## src/rtl/decrement_sequencer.sv

```systemverilog
// Loadable down-counter with prescaler, pause, abort and optional auto-reload.
// Three-state control: IDLE accepts a start, RUN counts down, DONE pulses once.
module decrement_sequencer #(
    parameter int unsigned PRESCALE = 1
) (
    input  logic       clk,
    input  logic       rst,
    input  logic       start_valid,
    input  logic [3:0] start_value,
    output logic       start_ready,
    input  logic       pause,
    input  logic       abort,
    input  logic       auto_reload,
    output logic [3:0] count,
    output logic       busy,
    output logic       done
);

    typedef enum logic [1:0] {
        IDLE,
        RUN,
        DONE
    } seqState_t;

    localparam logic [3:0] PRESC_MAX = 4'(PRESCALE - 1);

    seqState_t  state, stateNext;
    logic [3:0] countReg, countNext;
    logic [3:0] presc, prescNext;
    logic [3:0] reloadReg, reloadNext;

    always_ff @(posedge clk) begin
        if (rst) begin
            state     <= IDLE;
            countReg  <= '0;
            presc     <= '0;
            reloadReg <= '0;
        end else begin
            state     <= stateNext;
            countReg  <= countNext;
            presc     <= prescNext;
            reloadReg <= reloadNext;
        end
    end

    always_comb begin
        stateNext  = state;
        countNext  = countReg;
        prescNext  = presc;
        reloadNext = reloadReg;
        case (state)
            IDLE: begin
                if (start_valid) begin
                    countNext  = start_value;
                    reloadNext = start_value;
                    prescNext  = '0;
                    stateNext  = (start_value != 4'd0) ? RUN : DONE;
                end
            end
            RUN: begin
                // abort outranks pause and terminal count
                if (abort) begin
                    stateNext = IDLE;
                    countNext = '0;
                    prescNext = '0;
                end else if (!pause) begin
                    if (presc == PRESC_MAX) begin
                        prescNext = '0;
                        countNext = countReg + 4'b1111;
                        if (countReg == 4'd1) begin
                            stateNext = DONE;
                        end
                    end else begin
                        prescNext = presc + 4'd1;
                    end
                end
            end
            DONE: begin
                if (abort) begin
                    stateNext = IDLE;
                    countNext = '0;
                    prescNext = '0;
                end else if (auto_reload && (reloadReg != 4'd0)) begin
                    stateNext = RUN;
                    countNext = reloadReg;
                    prescNext = '0;
                end else begin
                    stateNext = IDLE;
                    countNext = '0;
                end
            end
            default: begin
                stateNext = IDLE;
                countNext = '0;
                prescNext = '0;
            end
        endcase
    end

    assign start_ready = (state == IDLE);
    assign busy        = (state != IDLE);
    assign done        = (state == DONE);
    assign count       = countReg;

endmodule
```

## config.mk

```make
export PLATFORM = sky130hd
export DESIGN_NAME = decrement_sequencer
export DESIGN_NICKNAME = d
export VERILOG_FILES = /design/src/rtl/decrement_sequencer.sv
export SDC_FILE = /design/constraint.sdc
export NUM_CORES = 1
export LEC_CHECK = 0
export ABC_CLOCK_PERIOD_IN_PS = 2190
export BUFFER_PORTS_ARGS = -buffer_cell sky130_fd_sc_hd__buf_4
export CAP_MARGIN = 20
export CORE_MARGIN = 3
export CORE_UTILIZATION = 54
export DETAILED_ROUTE_END_ITERATION = 16
export PLACE_DENSITY_LB_ADDON = 0.1
export SLEW_MARGIN = 20
export SYNTH_ARGS = -nofsm -noshare
export SYNTH_HDL_FRONTEND = slang
export SYNTH_SLANG_ARGS = --single-unit
```

## constraint.sdc

```tcl
create_clock -name clk -period 2.19 [get_ports clk]
set_input_delay 0.438 -clock clk [delete_from_list [all_inputs] [get_ports clk]]
set_output_delay 0.438 -clock clk [all_outputs]
set_load 0.03 [all_outputs]
```

# ---- Word-level counts from Yosys, hierarchy flattened
# Cells that the tools add are included.
dict set report word_totals {
  word_cells 47
  output_inout_bits 7
  reg_bits 14
}
dict set report classes {
  add_sub_neg 2
  n_reduce_logical 10
  n_eq_ne 8
  muxes 23
}
# cell n
set ops {}
lappend ops {{$mux W4} 12}
lappend ops {{$pmux W4 S3} 2}
lappend ops {{$mux W2} 6}
lappend ops {{$ne A3 B3 Y1 const B} 3}
lappend ops {{$reduce_bool A4 Y1} 2}
lappend ops {{$pmux W2 S3} 1}
lappend ops {{$reduce_and A3 Y1} 2}
lappend ops {{$add A4 B1 Y4 const B} 1}
lappend ops {{$add A4 B4 Y4 const B} 1}
lappend ops {{$eq A4 B1 Y1 const B} 1}
lappend ops {{$logic_not A4 Y1} 1}
lappend ops {{$reduce_and A4 Y1} 1}
lappend ops {{$ne A3 B2 Y1 const B} 1}
lappend ops {{$eq A2 B1 Y1 const B} 1}
lappend ops {{$eq A2 B2 Y1 const B} 1}
lappend ops {{$logic_not A2 Y1} 1}
lappend ops {{$mux W1} 2}
lappend ops {{$ne A2 B2 Y1 const B} 1}
lappend ops {{$reduce_and A2 Y1} 1}
lappend ops {{$reduce_bool A2 Y1} 1}
lappend ops {{$logic_and A1 B1 Y1} 1}

# ---- Logic depth before layout (Yosys ltp)
dict set report logic_depth {
  word_depth 6
  mapped_depth 6
}

# ---- Worst setup path before layout
# Ideal clock, no wire load.
dict set report synth_timing {
  path_type {reg-to-reg}
  start {register countReg[0] (netlist: count[0])}
  end {register countReg[1] (netlist: count[1])}
  t_required_ns 2.119
  arrival_ns 1.675
  setup_slack_ns 0.444
  period_less_slack_ns 1.746
  path_stages_with_launch 7
  path_cell_list {dfxtp_1 inv_1 ha_1 or3b_2 a21oi_1 o22ai_1 a21oi_1}
}
dict set report synth_between {
  elab_chain_len 5
}
# item line_no
set synth_lines {}
lappend synth_lines {{from (decl)} 28} ;# logic [3:0] countReg, countNext;
lappend synth_lines {{from (signal assigned)} 40} ;# countReg <= countNext;
lappend synth_lines {{$add A4 B4 Y4} 69} ;# countNext = countReg + 4'b1111;
lappend synth_lines {{$mux W4} 67} ;# if (presc == PRESC_MAX) begin
lappend synth_lines {{$mux W4} 66} ;# end else if (!pause) begin
lappend synth_lines {{$mux W4} 62} ;# if (abort) begin
lappend synth_lines {{$pmux W4 S3} 51} ;# case (state)
# No other way between the ends. The select of a mux whose other input is x is not followed.
# A chain may end at the register's enable or synchronous reset.

# ---- Worst setup path in the final report
dict set report layout_timing {
  start {register state[1]}
  end {register presc[3]}
}
dict set report layout_between {
  elab_chain_len 3
  elab_cells_between_ends 8
  cone_classes {eq/ne (5); mux (1); reduce/logical (2)}
}
# item line_no
set layout_lines {}
lappend layout_lines {{from (decl)} 27} ;# seqState_t state, stateNext;
lappend layout_lines {{from (signal assigned)} 39} ;# state <= stateNext;
lappend layout_lines {{$eq A2 B2 Y1 (tied with other cells)} 51}
lappend layout_lines {{$ne A3 B2 Y1 (no source line) (tied with other cells)} --}
lappend layout_lines {{$reduce_and A3 Y1 (no source line)} --}
lappend layout_lines {{to (signal assigned)} 41} ;# presc <= prescNext;
lappend layout_lines {{to (decl)} 29} ;# logic [3:0] presc, prescNext;
# Several ways; a longest one is shown, not always the timed one.

==> results.sh <==
export IMPL_syn_instance_count=113
export IMPL_seqCellArea_um2=280
export IMPL_grt_overflow=0
export IMPL_final_nets=145
export IMPL_worstSetupPathType="flop to flop"
export IMPL_avgViaCountPerCell=6.07
export IMPL_crit_buf_inv=0
export IMPL_final_area_um2=1110
export IMPL_worst_slew_pin_slew_ns=0.489
export IMPL_ant_nets=0
export IMPL_critical_path_top_delay_family="simple AND/OR/NAND/NOR gates"
export IMPL_drv_slew=0
export IMPL_synth_edf_count=0
export IMPL_fmax_mhz=552
export IMPL_cts_buffer_depth=2
export IMPL_place_gp_congestion=0.890
export IMPL_p_int_mw=0.737
export IMPL_syn_mean_instance_area_um2=8.42
export IMPL_tritoncts="yes"
export IMPL_design_die_area_um2=2300
export IMPL_stdcell_count=146
export IMPL_die_h_um=48.0
export IMPL_final_period_utilization=0.827
export IMPL_clkPwrFrac=0.142
export IMPL_die_x_um=48.0
export IMPL_htree_levels=1
export IMPL_p_seq_frac=0.297
export IMPL_vdd_drop_max_uv=719
export IMPL_routedWlPerCell_um=16.0
export IMPL_root_buffer="clkbuf_4"
export IMPL_synth_seq_area_share=0.295
export IMPL_port_buffers=16
export IMPL_antenna_found_initial=0
export IMPL_ios=17
export IMPL_initial_utilization=0.603
export IMPL_cts_setup_buffers=0
export IMPL_startpoint_type="flop"
export IMPL_syn_cell_area_um2=951
export IMPL_worstPathArrival_ns=2.02
export IMPL_r2r_setup_slack_ns=0.38
export IMPL_clk_latency_ns=0.29
export IMPL_finalSetupViolCount=0
export IMPL_synth_async_sr_flop_share=0
export IMPL_grt_pass1_vias=790
export IMPL_drt_iter0_markers=32
export IMPL_cts_resized=0
export IMPL_num_vias=886
export IMPL_synth_cell_types=44
export IMPL_max_stage_delay_ns=0.60
export IMPL_cp_slowest_cell="dfxtp_1"
export IMPL_syn_to_final_growth_pct=16.8
export IMPL_utilization=0.705
export IMPL_fillCellCount=125
export IMPL_path_cells="nor4bb_1 -> or2_4 -> or4_4 -> a221oi_2"
export IMPL_hold_class="input pin to flop"
export IMPL_grt_pass1_wl_mm=3.66
export IMPL_numCtsBuffers=3
export IMPL_cts_sinks=14
export IMPL_grtUsageTotal=0.233
export IMPL_end_kind="flop"
export IMPL_synth_nets=127
export IMPL_power_switching_mw=0.616
export IMPL_dp_cells=142
export IMPL_min_period_ns=1.81
export IMPL_cap_violations=0
export IMPL_ctsHoldBuffers=0
export IMPL_dr_pass1_iters=4
export IMPL_rsz0062_at_grt="no"
export IMPL_yosys_warnings=0
export IMPL_skew_ns=0.00671
export IMPL_wl_mm=2.34
export IMPL_power_mw=1.35
export IMPL_dp_hpwl_mm=1.76
export IMPL_leakagePower_nw=0.436
export IMPL_placed_area_um2=1070
export IMPL_coreArea_um2=1580
export IMPL_status="completed"
export IMPL_multi_input_area_um2=606
export IMPL_clk_pin_slew_ns=0.09
export IMPL_row_count=14
export IMPL_switching_share=0.455
export IMPL_drc_errors=0
export IMPL_grt_max_degree=18
export IMPL_synth_main_ff_cell="dfxtp_1"
export IMPL_hold_viol=0
export IMPL_drive_above_1_share=0.231
export IMPL_pwr_share_comb=0.562
export IMPL_ys_ff_latch=14
export IMPL_num_antenna_cells=0
export IMPL_crit_fanout=13
export IMPL_cellPowerDensity_nw_per_um2=1220
export IMPL_critPathRequiredTime_ns=2.40
export IMPL_setup_tns_ns=0
export IMPL_slew_limit_headroom=0.671
==> worst reg2reg max path: stages (launching register included) <==
cell	delay (ns)
dfxtp_1	0.60
nor4bb_1	0.16
or2_4	0.27
or4_4	0.48
a221oi_2	0.23
==> cells by family after synthesis <==
| logic type | synth area share |
|---|---|
| and+or+nand+nor | 0.292 |
| buffers and inverters | 0.0684 |
| DFF | 0.295 |
| muxes | 0.0421 |
| AOI/OAI and AO/OA | 0.222 |
| adders and majority gates | 0.0526 |
| xor gates and xnor gates | 0.0276 |
==> sequential cells by signal (all words and copies together), names as in the netlist <==
name / count
presc: 4
state: 2
count: 4
reloadReg: 4
==> cells in the mapped netlist, types with 2 or more instances <==
library cell | count | area, um^2
xnor2_1 | 2 | 17.5
clkbuf_1 | 2 | 7.51
nor4bb_1 | 2 | 20.0
nand2_1 | 3 | 11.3
dfxtp_1 | 14 | 280
and3_1 | 2 | 12.5
nand3_1 | 4 | 20.0
nand2b_1 | 8 | 50.1
o21ai_0 | 2 | 10.0
mux2i_1 | 4 | 40.0
o22ai_1 | 3 | 18.8
a211oi_1 | 2 | 15.0
nor2_1 | 10 | 37.5
and2_1 | 3 | 18.8
o32ai_1 | 3 | 26.3
inv_1 | 9 | 33.8
a22oi_1 | 2 | 15.0
ha_1 | 4 | 50.1
a21oi_1 | 8 | 40.0
or3b_2 | 2 | 17.5
==> cell type report <==
class | count | share of cell area
tap | 16 | 0.0180
timing repair buffer | 18 | 0.122
sequential | 14 | 0.252
multi-input combinational | 85 | 0.545
inverter | 9 | 0.0304
clock buffer | 4 | 0.0327
==> path summary, 6_finish.rpt <==
kind	start	depth (start not counted)	end
hold reg to reg	count[1]$_SDFFE_PP0P_	2	count[1]$_SDFFE_PP0P_
setup reg to reg	state[1]$_SDFFE_PP0P_	4	presc[3]$_SDFFE_PP0P_
hold / removal	start_value[2]	3	reloadReg[2]$_SDFFE_PP0P_
setup / recovery	state[1]$_SDFFE_PP0P_	4	presc[3]$_SDFFE_PP0P_
==> stage by stage <==
step           hold slack [ns]  setup WS (ns)
3_5_place_dp             0.497          0.421
5_1_grt                  0.406          0.214
2_1_floorplan            0.475          0.444
6_report                 0.409          0.379
4_1_cts                  0.410          0.407
3_3_place_gp             0.490          0.447
==> layout by cell type (no fill, tap or decap), types with 2 or more instances in the layout <==
cell type	instances
nor2_1	10
a211oi_1	2
clkbuf_4	3
dfxtp_1	14
o32ai_1	3
a21oi_1	8
nand2b_1	8
a22oi_1	2
xnor2_1	2
nand2_1	3
buf_4	18
o21ai_0	2
o22ai_1	3
nor4bb_1	2
nand3_1	4
mux2i_1	4
ha_1	4
and2_1	3
inv_1	9
and3_1	2
or3b_2	2
==> power by group through the flow <==
| stage | combinational [mW] | clock (mW) | sequential, mW |
|---|---|---|---|
| after floorplan | 0.543 | 0 | 0.412 |
| after global placement | 0.736 | 0 | 0.398 |
| after CTS | 0.754 | 0.193 | 0.397 |
| final | 0.760 | 0.192 | 0.401 |
| after global routing | 0.823 | 0.208 | 0.413 |
| after detailed placement | 0.751 | 0 | 0.402 |
==> layer usage <==
metal  routed length, um  global-route usage  up-vias
li1                    -                   -      453
met1                1120               0.302      407
met2                1070               0.359       22
met3                 118              0.0714        4
met4                  38              0.0914        0
met5                   0                   0        -
Power figures use the tool's default switching activity.
